--- src/rtl/uart_rx_oversampled.sv ---
// uart_rx_oversampled: oversampling UART receiver with start/stop validation.
// Optional parity checking is compiled in when the macro UART_RX_PARITY_EN is
// defined; without it the frame is start + DATA_BITS + stop and o_Parity_Err
// is tied low.
// Status pulses (o_RX_Valid / o_Frame_Err / o_Parity_Err) are registered,
// mutually exclusive, and high for one cycle after the stop-bit sample.
// dbg_state exposes the FSM state encoding for observation.
module uart_rx_oversampled #(
    parameter int CLKS_PER_BIT = 16,
    parameter int DATA_BITS    = 8,
    parameter int PARITY_ODD   = 0
) (
    input  logic                 i_clk,
    input  logic                 i_rst,
    input  logic                 i_RX_Bit,
    output logic [DATA_BITS-1:0] o_RX_Byte,
    output logic                 o_RX_Valid,
    output logic                 o_Frame_Err,
    output logic                 o_Parity_Err,
    output logic                 o_Busy,
    output logic [2:0]           dbg_state
);

    localparam int CNT_W = $clog2(CLKS_PER_BIT);
    localparam int IDX_W = $clog2(DATA_BITS + 1);

    typedef enum logic [2:0] {
        IDLE   = 3'd0,
        START  = 3'd1,
        DATA   = 3'd2,
        PARITY = 3'd3,
        STOP   = 3'd4
    } state_t;

    state_t               state;
    state_t               state_next;
    logic                 rx_meta;
    logic                 rx_s;
    logic [CNT_W-1:0]     cnt;
    logic [IDX_W-1:0]     idx;
    logic [DATA_BITS-1:0] shift;
    logic                 brk;       // stop bit was low; waiting for line to return high
    logic                 par_err;   // parity mismatch recorded for the current frame
    logic                 half_done;
    logic                 bit_done;
    logic                 last_bit;
    logic                 stop_tick;
    logic                 valid_d;
    logic                 ferr_d;
    logic                 perr_d;

    assign half_done = (cnt == CNT_W'(CLKS_PER_BIT / 2 - 1));
    assign bit_done  = (cnt == CNT_W'(CLKS_PER_BIT - 1));
    assign last_bit  = (idx == IDX_W'(DATA_BITS - 1));
    assign stop_tick = (state == STOP) && !brk && bit_done;
    assign dbg_state = state;

    // Two-flop synchronizer for the asynchronous RX line; idles high out of reset
    always_ff @(posedge i_clk or posedge i_rst) begin
        if (i_rst) begin
            rx_meta <= 1'b1;
            rx_s    <= 1'b1;
        end else begin
            rx_meta <= i_RX_Bit;
            rx_s    <= rx_meta;
        end
    end

    // State register
    always_ff @(posedge i_clk or posedge i_rst) begin
        if (i_rst) state <= IDLE;
        else       state <= state_next;
    end

    // Next-state logic: sample points are where the bit timer wraps
    always_comb begin
        state_next = state;
        case (state)
            IDLE:   if (!rx_s) state_next = START;
            START:  if (half_done) state_next = rx_s ? IDLE : DATA;
            DATA: begin
                if (bit_done && last_bit) begin
`ifdef UART_RX_PARITY_EN
                    state_next = PARITY;
`else
                    state_next = STOP;
`endif
                end
            end
            PARITY: if (bit_done) state_next = STOP;
            STOP: begin
                if (brk) begin
                    if (rx_s) state_next = IDLE;
                end else if (bit_done && rx_s) begin
                    state_next = IDLE;
                end
            end
            default: state_next = IDLE;
        endcase
    end

    // Output decode: busy level and the next values of the status pulses
    always_comb begin
        o_Busy  = (state != IDLE);
        valid_d = stop_tick && rx_s && !par_err;
        perr_d  = stop_tick && rx_s && par_err;
        ferr_d  = stop_tick && !rx_s;
    end

    // Bit timer, bit index, shift register, break flag and registered outputs
    always_ff @(posedge i_clk or posedge i_rst) begin
        if (i_rst) begin
            cnt         <= '0;
            idx         <= '0;
            shift       <= '0;
            brk         <= 1'b0;
            o_RX_Byte   <= '0;
            o_RX_Valid  <= 1'b0;
            o_Frame_Err <= 1'b0;
        end else begin
            o_RX_Valid  <= valid_d;
            o_Frame_Err <= ferr_d;
            if (valid_d) o_RX_Byte <= shift;
            case (state)
                IDLE: begin
                    cnt <= '0;
                    idx <= '0;
                    brk <= 1'b0;
                end
                START: cnt <= half_done ? '0 : cnt + 1'b1;
                DATA: begin
                    if (bit_done) begin
                        cnt   <= '0;
                        // LSB arrives first, so shifting right leaves it at bit 0
                        shift <= {rx_s, shift[DATA_BITS-1:1]};
                        idx   <= idx + 1'b1;
                    end else begin
                        cnt <= cnt + 1'b1;
                    end
                end
                PARITY: cnt <= bit_done ? '0 : cnt + 1'b1;
                STOP: begin
                    if (brk) begin
                        cnt <= '0;
                    end else if (bit_done) begin
                        cnt <= '0;
                        if (!rx_s) brk <= 1'b1;
                    end else begin
                        cnt <= cnt + 1'b1;
                    end
                end
                default: cnt <= '0;
            endcase
        end
    end

`ifdef UART_RX_PARITY_EN
    // Parity check: the received bit must equal the configured parity of the data
    always_ff @(posedge i_clk or posedge i_rst) begin
        if (i_rst) begin
            par_err      <= 1'b0;
            o_Parity_Err <= 1'b0;
        end else begin
            o_Parity_Err <= perr_d;
            if (state == IDLE) begin
                par_err <= 1'b0;
            end else if (state == PARITY && bit_done) begin
                par_err <= (rx_s != ((^shift) ^ (PARITY_ODD != 0)));
            end
        end
    end
`else
    assign par_err      = 1'b0;
    assign o_Parity_Err = 1'b0;
    logic unused_parity;
    assign unused_parity = perr_d ^ (PARITY_ODD != 0);
`endif

endmodule
--- config.mk ---
export PLATFORM = sky130hd
export DESIGN_NAME = uart_rx_oversampled
export DESIGN_NICKNAME = d
export VERILOG_FILES = /design/src/rtl/uart_rx_oversampled.sv
export SDC_FILE = /design/constraint.sdc
export NUM_CORES = 1
export LEC_CHECK = 0
export BUFFER_PORTS_ARGS = -buffer_cell sky130_fd_sc_hd__buf_2
export CAP_MARGIN = 15
export CORE_UTILIZATION = 50
export DETAILED_ROUTE_END_ITERATION = 12
export GPL_ROUTABILITY_DRIVEN = 0
export PLACE_DENSITY = 0.79
export SETUP_SLACK_MARGIN = 0.2
export SYNTH_ARGS = -nofsm -noshare
export SYNTH_HDL_FRONTEND = slang
export SYNTH_SLANG_ARGS = --single-unit
--- constraint.sdc ---
create_clock -name i_clk -period 2 [get_ports i_clk]
set_clock_uncertainty 0.05 [all_clocks]
set_input_delay 0.4 -clock i_clk [delete_from_list [all_inputs] [get_ports i_clk]]
set_output_delay 0.4 -clock i_clk [all_outputs]
set_load 0.05 [all_outputs]
=== Word level (Yosys, flattened, before mapping) ===
Cells that the tools add are included.

* Bits in registers: 32
* Output and inout bits: 15
* Logic and storage cells: 61

* Add/sub/neg operators: 2
* Equality and inequality tests: 14
* Multiplexer cells: 19
* Reductions and logical operators: 16

{| class="wikitable"
|+ Operator list
! cell !! number
|-
| 2-to-1 mux 3 bit || 7
|-
| 2-to-1 mux 4 bit || 4
|-
| case mux 3 bit (5 select lines) || 1
|-
| case mux 4 bit (3 select lines) || 1
|-
| inequality test 2 bit, second input constant || 5
|-
| adder 4 x 1 -> 4 bit, second input constant || 2
|-
| equality test 4 x 3 -> 1 bit, second input constant || 2
|-
| case mux 4 bit (2 select lines) || 1
|-
| equality test 3 x 2 -> 1 bit, second input constant || 2
|-
| logical AND 1 bit || 6
|-
| AND reduction 6 bit || 1
|-
| equality test 4 bit, second input constant || 1
|-
| AND reduction 2 bit || 2
|-
| nonzero test 2 bit || 2
|-
| equality test 3 x 1 -> 1 bit, second input constant || 1
|-
| equality test 3 bit, second input constant || 1
|-
| logical NOT 3 bit || 1
|-
| 2-to-1 mux 1 bit || 3
|-
| inequality test 3 x 2 -> 1 bit, second input constant || 1
|-
| inequality test 3 bit, second input constant || 1
|-
| nonzero test 3 bit || 1
|-
| logical NOT 1 bit || 2
|-
| 2-to-1 mux 2 bit || 1
|-
| case mux 1 bit (2 select lines) || 1
|-
| OR reduction 2 bit || 1
|}

=== Logic depth before layout (Yosys ltp) ===
Gate-level depths: netlist of the first run.

* Depth in word-level cells: 5
* Mapped depth: 6
* Mapped depth without buffers: 5

=== Worst setup path after synthesis of the first run ===
Ideal clock, no wire load.

* Kind: reg2reg
* Start point: register state[1] (netlist: dbg_state[1])
* End point: register shift[0]
* Setup time: 125 ps
* Data arrival time: 1966 ps
* Data required time: 1825 ps
* Setup slack: -141 ps
* Cell stages (with the launch flop): 7
* Path buffers: 3
* Period minus slack after synthesis: 2141 ps
* Cell sequence: dfrtp_1 -> buf_4 -> or3b_1 -> buf_2 -> or2_4 -> buf_6 -> mux2_4

* Cells in the longest elaborated chain, start to end: 2

{| class="wikitable"
|+ RTL lines
! item !! line !! text
|-
| start, declared || 35 || <nowiki>state_t state;</nowiki>
|-
| start signal, assigned || 72 || <nowiki>else state <= state_next;</nowiki>
|-
| equality test 3 x 2 -> 1 bit || 124 || <nowiki>case (state)</nowiki>
|-
| AND reduction 2 bit (no line) || -- ||
|-
| end signal, assigned || 135 || <nowiki>shift <= {rx_s, shift[DATA_BITS-1:1]};</nowiki>
|-
| end, declared || 41 || <nowiki>logic [DATA_BITS-1:0] shift;</nowiki>
|}

No other way between the ends.
A chain may end at the register's enable or synchronous reset.

=== Final worst setup path of the first run ===
* Start point: register state[0] (netlist: dbg_state[0])
* End point: output port o_Busy

* Cells in the longest elaborated chain, start to end: 1

{| class="wikitable"
|+ RTL lines
! item !! line !! text
|-
| nonzero test 3 bit || 104 || <nowiki>o_Busy = (state != IDLE);</nowiki>
|-
| end, declared || 20 || <nowiki>output logic o_Busy,</nowiki>
|}

No other way between the ends.

==> reports/results.ini, run 1 <==
[run_status]
outcome = finished, final reports clean

[die]
ioPinCount = 18
core_area_mm2 = 0.002590
die_area_mm2 = 0.003068
die_w_um = 55.39
std_cell_rows = 18
start_util_pct = 55.02
die_y_um = 55.39

[power_and_ir_drop]
clkPwrFrac_pct = 27.2
power_switching_mw = 0.6851
p_per_area_mw_per_mm2 = 1194
intPower_mw = 1.356
pwr-share-comb_pct = 28.8
swShare_pct = 33.57
pwr-share-seq_pct = 44.0
peakVddDrop_v = 0.001011
p_leak_nw = 0.8642
total_power_mw = 2.041

[cts]
cts_tree = built
cts_root_buf = clkbuf_4
numCtsBuffers = 5
h-tree-depth = 2
clockBufferDepth = 2
insertion_delay_ns = 0.34
clock_sink_count = 32
clk_pin_slew_ns = 0.11

[sta]
setup-tns-final_ns = 0
fin_crit_sh_pct = 92.41
rsz0062_at_grt = true
hold_ws_ns = 0.03437
setup_viol = 0
fmax_mhz = 541.1
fin_crit_ns = 1.848
slew_violations = 0
hold_viol = 0

[worst_setup_path]
cp_cell_sequence = or3_4, buf_6
worstSetupEndpointType = primary output
critical-path-top-delay-family = flip-flops
cp.arrival_ns = 1.40
startpoint_type = register
worst_path_max_delay_cell = dfrtp_2
cp.required_ns = 1.55
path_class = register to primary output
critPathMaxFanout = 7
path_buf_inv = 1
slowest_delay_ns = 0.48

[layout]
syn_to_final_growth_pct = 19.93
antennaDiodeCount = 0
fin_nets = 145
multi_input_area_um2 = 575.6
drive_gt1_share_pct = 44.68
seqCellArea_um2 = 807.0
num-fill-cells = 173

[global_routing]
grt_pass1_wl_um = 4443
track_usage_pct = 19.22
grt-ovfl-total = 0
grt_pass1_vias = 962
antenna_found_initial = 0
grt_max_degree = 33

[routing]
dr.pass1.iters = 4
wl_um = 2678
dr_total_vias = 977
routedWlPerCell_um = 15.66
via_per_inst = 5.713
postRouteAntennaNets = 0
drc = 0
dr.first_iter.drc_count = 30

[run]
drv_cap = 0

[hold_path]
worstHoldPathType = input pin to async pin

[yosys]
synth_area_mm2 = 0.001425
syn_area_per_cell_um2 = 12.29
yosysUniqueCellTypes = 42
synth-seq-cells = 32
yosys.area.top_type = dfrtp_1
synth_top_area_share_pct = 52.68
seq_area_frac_synth_pct = 56.37
ys_async_sr_fraction_pct = 100.0
synth_nets = 121
yosysWarnings = 0
synth_area_leaders = dfrtp_1 (53%), mux2_2 (7.1%), mux2_4 (6.3%)
ys.flop_type = dfrtp_1
synth-edff-count = 0
syn_inst = 116

[placement]
portBuffers = 16
hpwl_um = 1638

## placed cells by master (no fill, tap or decap), drive strengths merged, types with 2 or more instances in the layout
cell type / synthesis / layout
a31oi: 2 / 2
and3: 2 / 2
or2: 2 / 2
clkbuf: 4 / 7
dfrtp: 30 / 30
o21a: 2 / 2
o21ai: 7 / 7
buf: 4 / 25
dfstp: 2 / 2
o31ai: 2 / 2
mux2: 15 / 15
a21oi: 3 / 3
o211ai: 3 / 3
a21boi: 2 / 2
nand3: 5 / 5
nand2: 3 / 3
or3: 2 / 2
inv: 6 / 6
ha: 2 / 2
## power by group through the flow
stage	registers (mW)	logic, mW	clock network [mW]
6_report	0.898	0.587	0.556
5_1_grt	0.913	0.647	0.598
4_1_cts	0.884	0.551	0.560
3_5_place_dp	0.904	0.485	0
3_3_place_gp	0.894	0.464	0
2_1_floorplan	0.906	0.389	0
## tightest hold or removal path, delay by kind of cell
| kind | cells | cell delay [ns] |
|---|---|---|
| buffers and inverters | 3 | 0.38 |
## registers in the layout (all words and copies together) (netlist names)
| signal | count |
|---|---|
| brk | 1 |
| cnt | 4 |
| dbg_state | 3 |
| idx | 4 |
| o_Frame_Err | 1 |
| o_RX_Byte | 8 |
| o_RX_Valid | 1 |
| rx_meta | 1 |
| rx_s | 1 |
| shift | 8 |
## final cells by class
class | instances | share of cell area (%)
inverters | 7 | 1.611
clock inverters | 1 | 1.757
clock buffers | 7 | 3.807
multi-input cells | 69 | 33.67
repair buffers | 25 | 9.736
flip-flops and latches | 32 | 47.22
well taps | 30 | 2.196
## final timing paths
kind                            cells after the start    startpoint  endpoint  slack [ns]
worst max-delay path                                2  dbg_state[0]    o_Busy        0.15
worst min-delay path                                3         i_rst    idx[3]        0.03
worst max register to register                      3  dbg_state[1]  shift[6]        0.25
worst min register to register                      0       rx_meta      rx_s        0.32
max in group asynchronous                           3         i_rst      rx_s        1.61
min in group i_clk                                  1      i_RX_Bit   rx_meta        0.12
## Yosys cell counts (3+ instances only)
cell type  instances
dfrtp_1           30
inv_1              6
clkbuf_1           4
mux2_2             9
a21oi_1            3
nand3_1            5
mux2_4             6
o211ai_1           3
nand2_1            3
o21ai_0            7
## per-stage QoR
stage,instances,util [%],area (µm²),worst slack [ns]
3_3_place_gp,156,58.99,1528,0.1766
6_report,171,65.99,1709,0.1519
5_1_grt,171,65.99,1709,0.1246
2_1_floorplan,116,-,1435,0.02838
4_1_cts,169,64.83,1679,0.1706
3_5_place_dp,156,58.99,1528,0.1405
## kinds of logic after synthesis
group	after synthesis	synth area share (%)
muxes	15	13.43
other	1	0.2631
and+or+nand+nor	25	11.06
adders and majority gates	2	1.756
DFF	32	56.37
buffers and inverters	15	5.091
xor gates and xnor gates	2	1.229
AOI/OAI and AO/OA	24	10.80
## routing by layer
metal | track usage, % | vias up | part of all wire [%] | routed length (µm)
met3 | 7.260 | 5 | 4.4 | 118
met1 | 26.24 | 495 | 47 | 1269
met4 | 7.143 | 0 | 1.5 | 39
li1 | - | 454 | - | -
met2 | 27.88 | 23 | 47 | 1250
met5 | 0 | - | 0 | 0
## repair_timing
action,in CTS,in global routing
resized for setup,5,4
pin swaps,1,1
hold buffers,0,0
buffers inserted,5,2
endpoints found under the setup margin,8,16
No activity file was read; power rests on OpenSTA's default activity.
==> run 2, diff against run 1 <==
- ABC_AREA: not set -> 1
- PLACE_DENSITY: 0.79 -> 0.82
- clock period: 2 -> 1.57 ns (I/O delays scaled with it)
==> run 2 against run 1 <==
Against the previous run:
- the flow now finishes with violations (DRC)
- final cell count is 40% higher
- clock power up 30%
- sequential power rose by 6.8%
- synthesized area is 6.9% higher
- critical path type unchanged
==> reports/results.ini, run 2 <==
[cts]
clockBufferDepth = 2
numCtsBuffers = 5
cts_root_buf = clkbuf_4
cts_tree = built
clock_sink_count = 32
h-tree-depth = 2
clk_pin_slew_ns = 0.10
insertion_delay_ns = 0.35

[yosys]
synth_simple_gate_area_share_pct = 24.71
synthAdderAreaFrac_pct = 1.642
synthXorXnorAreaFrac_pct = 0.5747
yosys.area.top_type = dfrtp_1
yosysMostFrequentCell = nand2_1
yosysWarnings = 0
yosysUniqueCellTypes = 25
ys_async_sr_fraction_pct = 100.0
synth_nets = 174
synth-seq-cells = 32
synth_common_cells = nand2_1 (39), dfrtp_1 (30), inv_1 (23), nand3_1 (11), nor2_1 (9)
syn_inst = 169
seq_area_frac_synth_pct = 52.71
syn_area_per_cell_um2 = 9.018
synth_area_mm2 = 0.001524
synth_top_family_by_area = simple AND/OR/NAND/NOR gates
synth_compound_area_share_pct = 11.25
synth-edff-count = 0
synth_area_leaders = dfrtp_1 (49%), nand2_1 (9.6%), inv_1 (5.7%)
synth_mux_area_share_pct = 0
synth_top_area_share_pct = 49.26
ys.flop_type = dfrtp_1

[global_routing]
antenna_found_initial = 0
grt_pass1_wl_um = 6003
grt_pass1_vias = 1305
grt_max_degree = 33
track_usage_pct = 24.98
grt-ovfl-total = 0

[routing]
routedWlPerCell_um = 16.91
via_per_inst = 5.611
dr.first_iter.drc_count = 72
wl_um = 4042
dr_total_vias = 1341
dr.pass1.iters = 8
postRouteAntennaNets = 0
drc = 1

[sta]
rsz0062_at_grt = true
fin_crit_ns = 1.542
setup_viol = 0
hold_viol = 0
fin_crit_sh_pct = 98.22
fmax_mhz = 648.5
fin_ws_ns = 0.02796
slew_violations = 0

[layout]
syn_to_final_growth_pct = 42.78
antennaDiodeCount = 0
final_common_cell = dfrtp_1
top_regs = o_RX_Byte (8), shift (8)
fin_nets = 212
drive_gt1_share_pct = 50.96
fin_area_mm2 = 0.002176
instances_no_fill = 239
num-fill-cells = 187
final_cell_mix = dfrtp_1 (27), nand2_1 (22), inv_1 (19)

[power_and_ir_drop]
p_per_area_mw_per_mm2 = 1398
pwr-share-comb_pct = 44.6
peakVddDrop_v = 0.0007683
pwr-share-seq_pct = 31.5
intPower_mw = 1.831
power_switching_mw = 1.211
p_leak_nw = 1.013
swShare_pct = 39.81
clkPwrFrac_pct = 23.8

[die]
die_area_mm2 = 0.003272
die_w_um = 57.21
std_cell_rows = 19
core_area_mm2 = 0.002829
ioPinCount = 18
die_y_um = 57.21
start_util_pct = 53.87

[worst_setup_path]
worstSetupStartpoint = dbg_state[0]
cp.required_ns = 1.21
worst_path_max_delay_cell = dfrtp_4
critPathMaxFanout = 2
startpoint_type = register
ff2ff_path_depth = 9
cp.arrival_ns = 1.18
timing.rr.start = cnt[1]
cp_cell_sequence = nor2_4, nand2_4, buf_8
worstSetupEndpointType = primary output
path_depth = 3
slowest_delay_ns = 0.50
critical-path-top-delay-family = flip-flops
path_class = register to primary output
path_buf_inv = 1

[placement]
dp_cells = 215
pre_cts_slack_ns = 0.07504
portBuffers = 16
hpwl_um = 2161
dpl_cell_area_mm2 = 0.001652

[run_status]
outcome = finished with violations
violations = DRC

[run]
drv_cap = 0

[hold_path]
hold_depth = 0
hp-start = rx_meta
worstHoldPathType = register to register

[run 2: changes by cell type in the layout (fill, tap and decap cells not counted), sizes merged, moves of 3 or more]
cell	delta
clkbuf	+3
nand3	+8
o21ai	+13
o211ai	-3
mux2	-15
buf	+3
nor2	+12
nand2	+44
inv	+22
[run 2: path summary, 6_finish.rpt]
path                                end  slack (ns)
setup / recovery                 o_Busy        0.03
hold / removal                     rx_s        0.32
setup reg to reg           dbg_state[1]        0.05
hold reg to reg                    rx_s        0.32
max in group asynchronous          rx_s        0.73
min in group asynchronous      shift[7]        0.48
[run 2: cell families (layout without fill, tap and decap cells)]
kind of cell | Yosys count | count (layout)
buffers and inverters | 31 | 69
AND/OR/NAND/NOR | 74 | 75
adder cells (fa/ha/maj) | 2 | 2
flip-flops | 32 | 32
AO/OA/AOI/OAI | 28 | 28
other | 1 | 1
XOR/XNOR | 1 | 1
[run 2: power by group through the flow]
stage          combinational [mW]  sequential (mW)  clock (mW)
2_1_floorplan               0.524             1.08           0
3_3_place_gp                0.749            0.984           0
3_5_place_dp                0.765            0.993           0
4_1_cts                      1.10            0.951       0.731
5_1_grt                      1.42            0.965       0.762
6_report                     1.36            0.959       0.725
[run 2: layer usage]
layer	routed length [µm]	share of wire, %	vias to the layer above	global-route usage [%]
met4	163	4.0	0	10.80
met5	0	0	-	0
met3	214	5.3	22	7.483
met2	2091	52	59	41.01
li1	-	-	606	-
met1	1572	39	654	30.72
[run 2: final cells by class]
type | instances | area, µm² | share of cell area, %
Clock buffer | 7 | 65.06 | 2.990
Clock inverter | 1 | 30.03 | 1.380
Inverter | 28 | 115.1 | 5.290
Multi-Input combinational cell | 107 | 810.8 | 37.26
Sequential cell | 32 | 809.5 | 37.21
Tap cell | 31 | 38.79 | 1.783
Timing Repair Buffer | 33 | 306.5 | 14.09
[run 2: timing repair]
item                       4_1_cts  5_1_grt
setup endpoints to repair       30       38
buffers inserted                10        3
hold endpoints to repair        31        0
pin swaps                        7        6
hold buffers                     2        0
gates cloned                     1        0
gates resized for setup         31       52
[run 2: stage by stage]
stage               hold WS, ns  utilization [%]  setup TNS, ns  total power, mW
CTS                      0.3183            69.75              0            2.785
floorplan                0.2685                -              0            1.601
finish                   0.3155            76.91              0            3.042
global placement         0.2966            58.38              0            1.733
global route             0.3277            76.91       -0.01006            3.149
detailed placement       0.3043            58.38              0            1.758
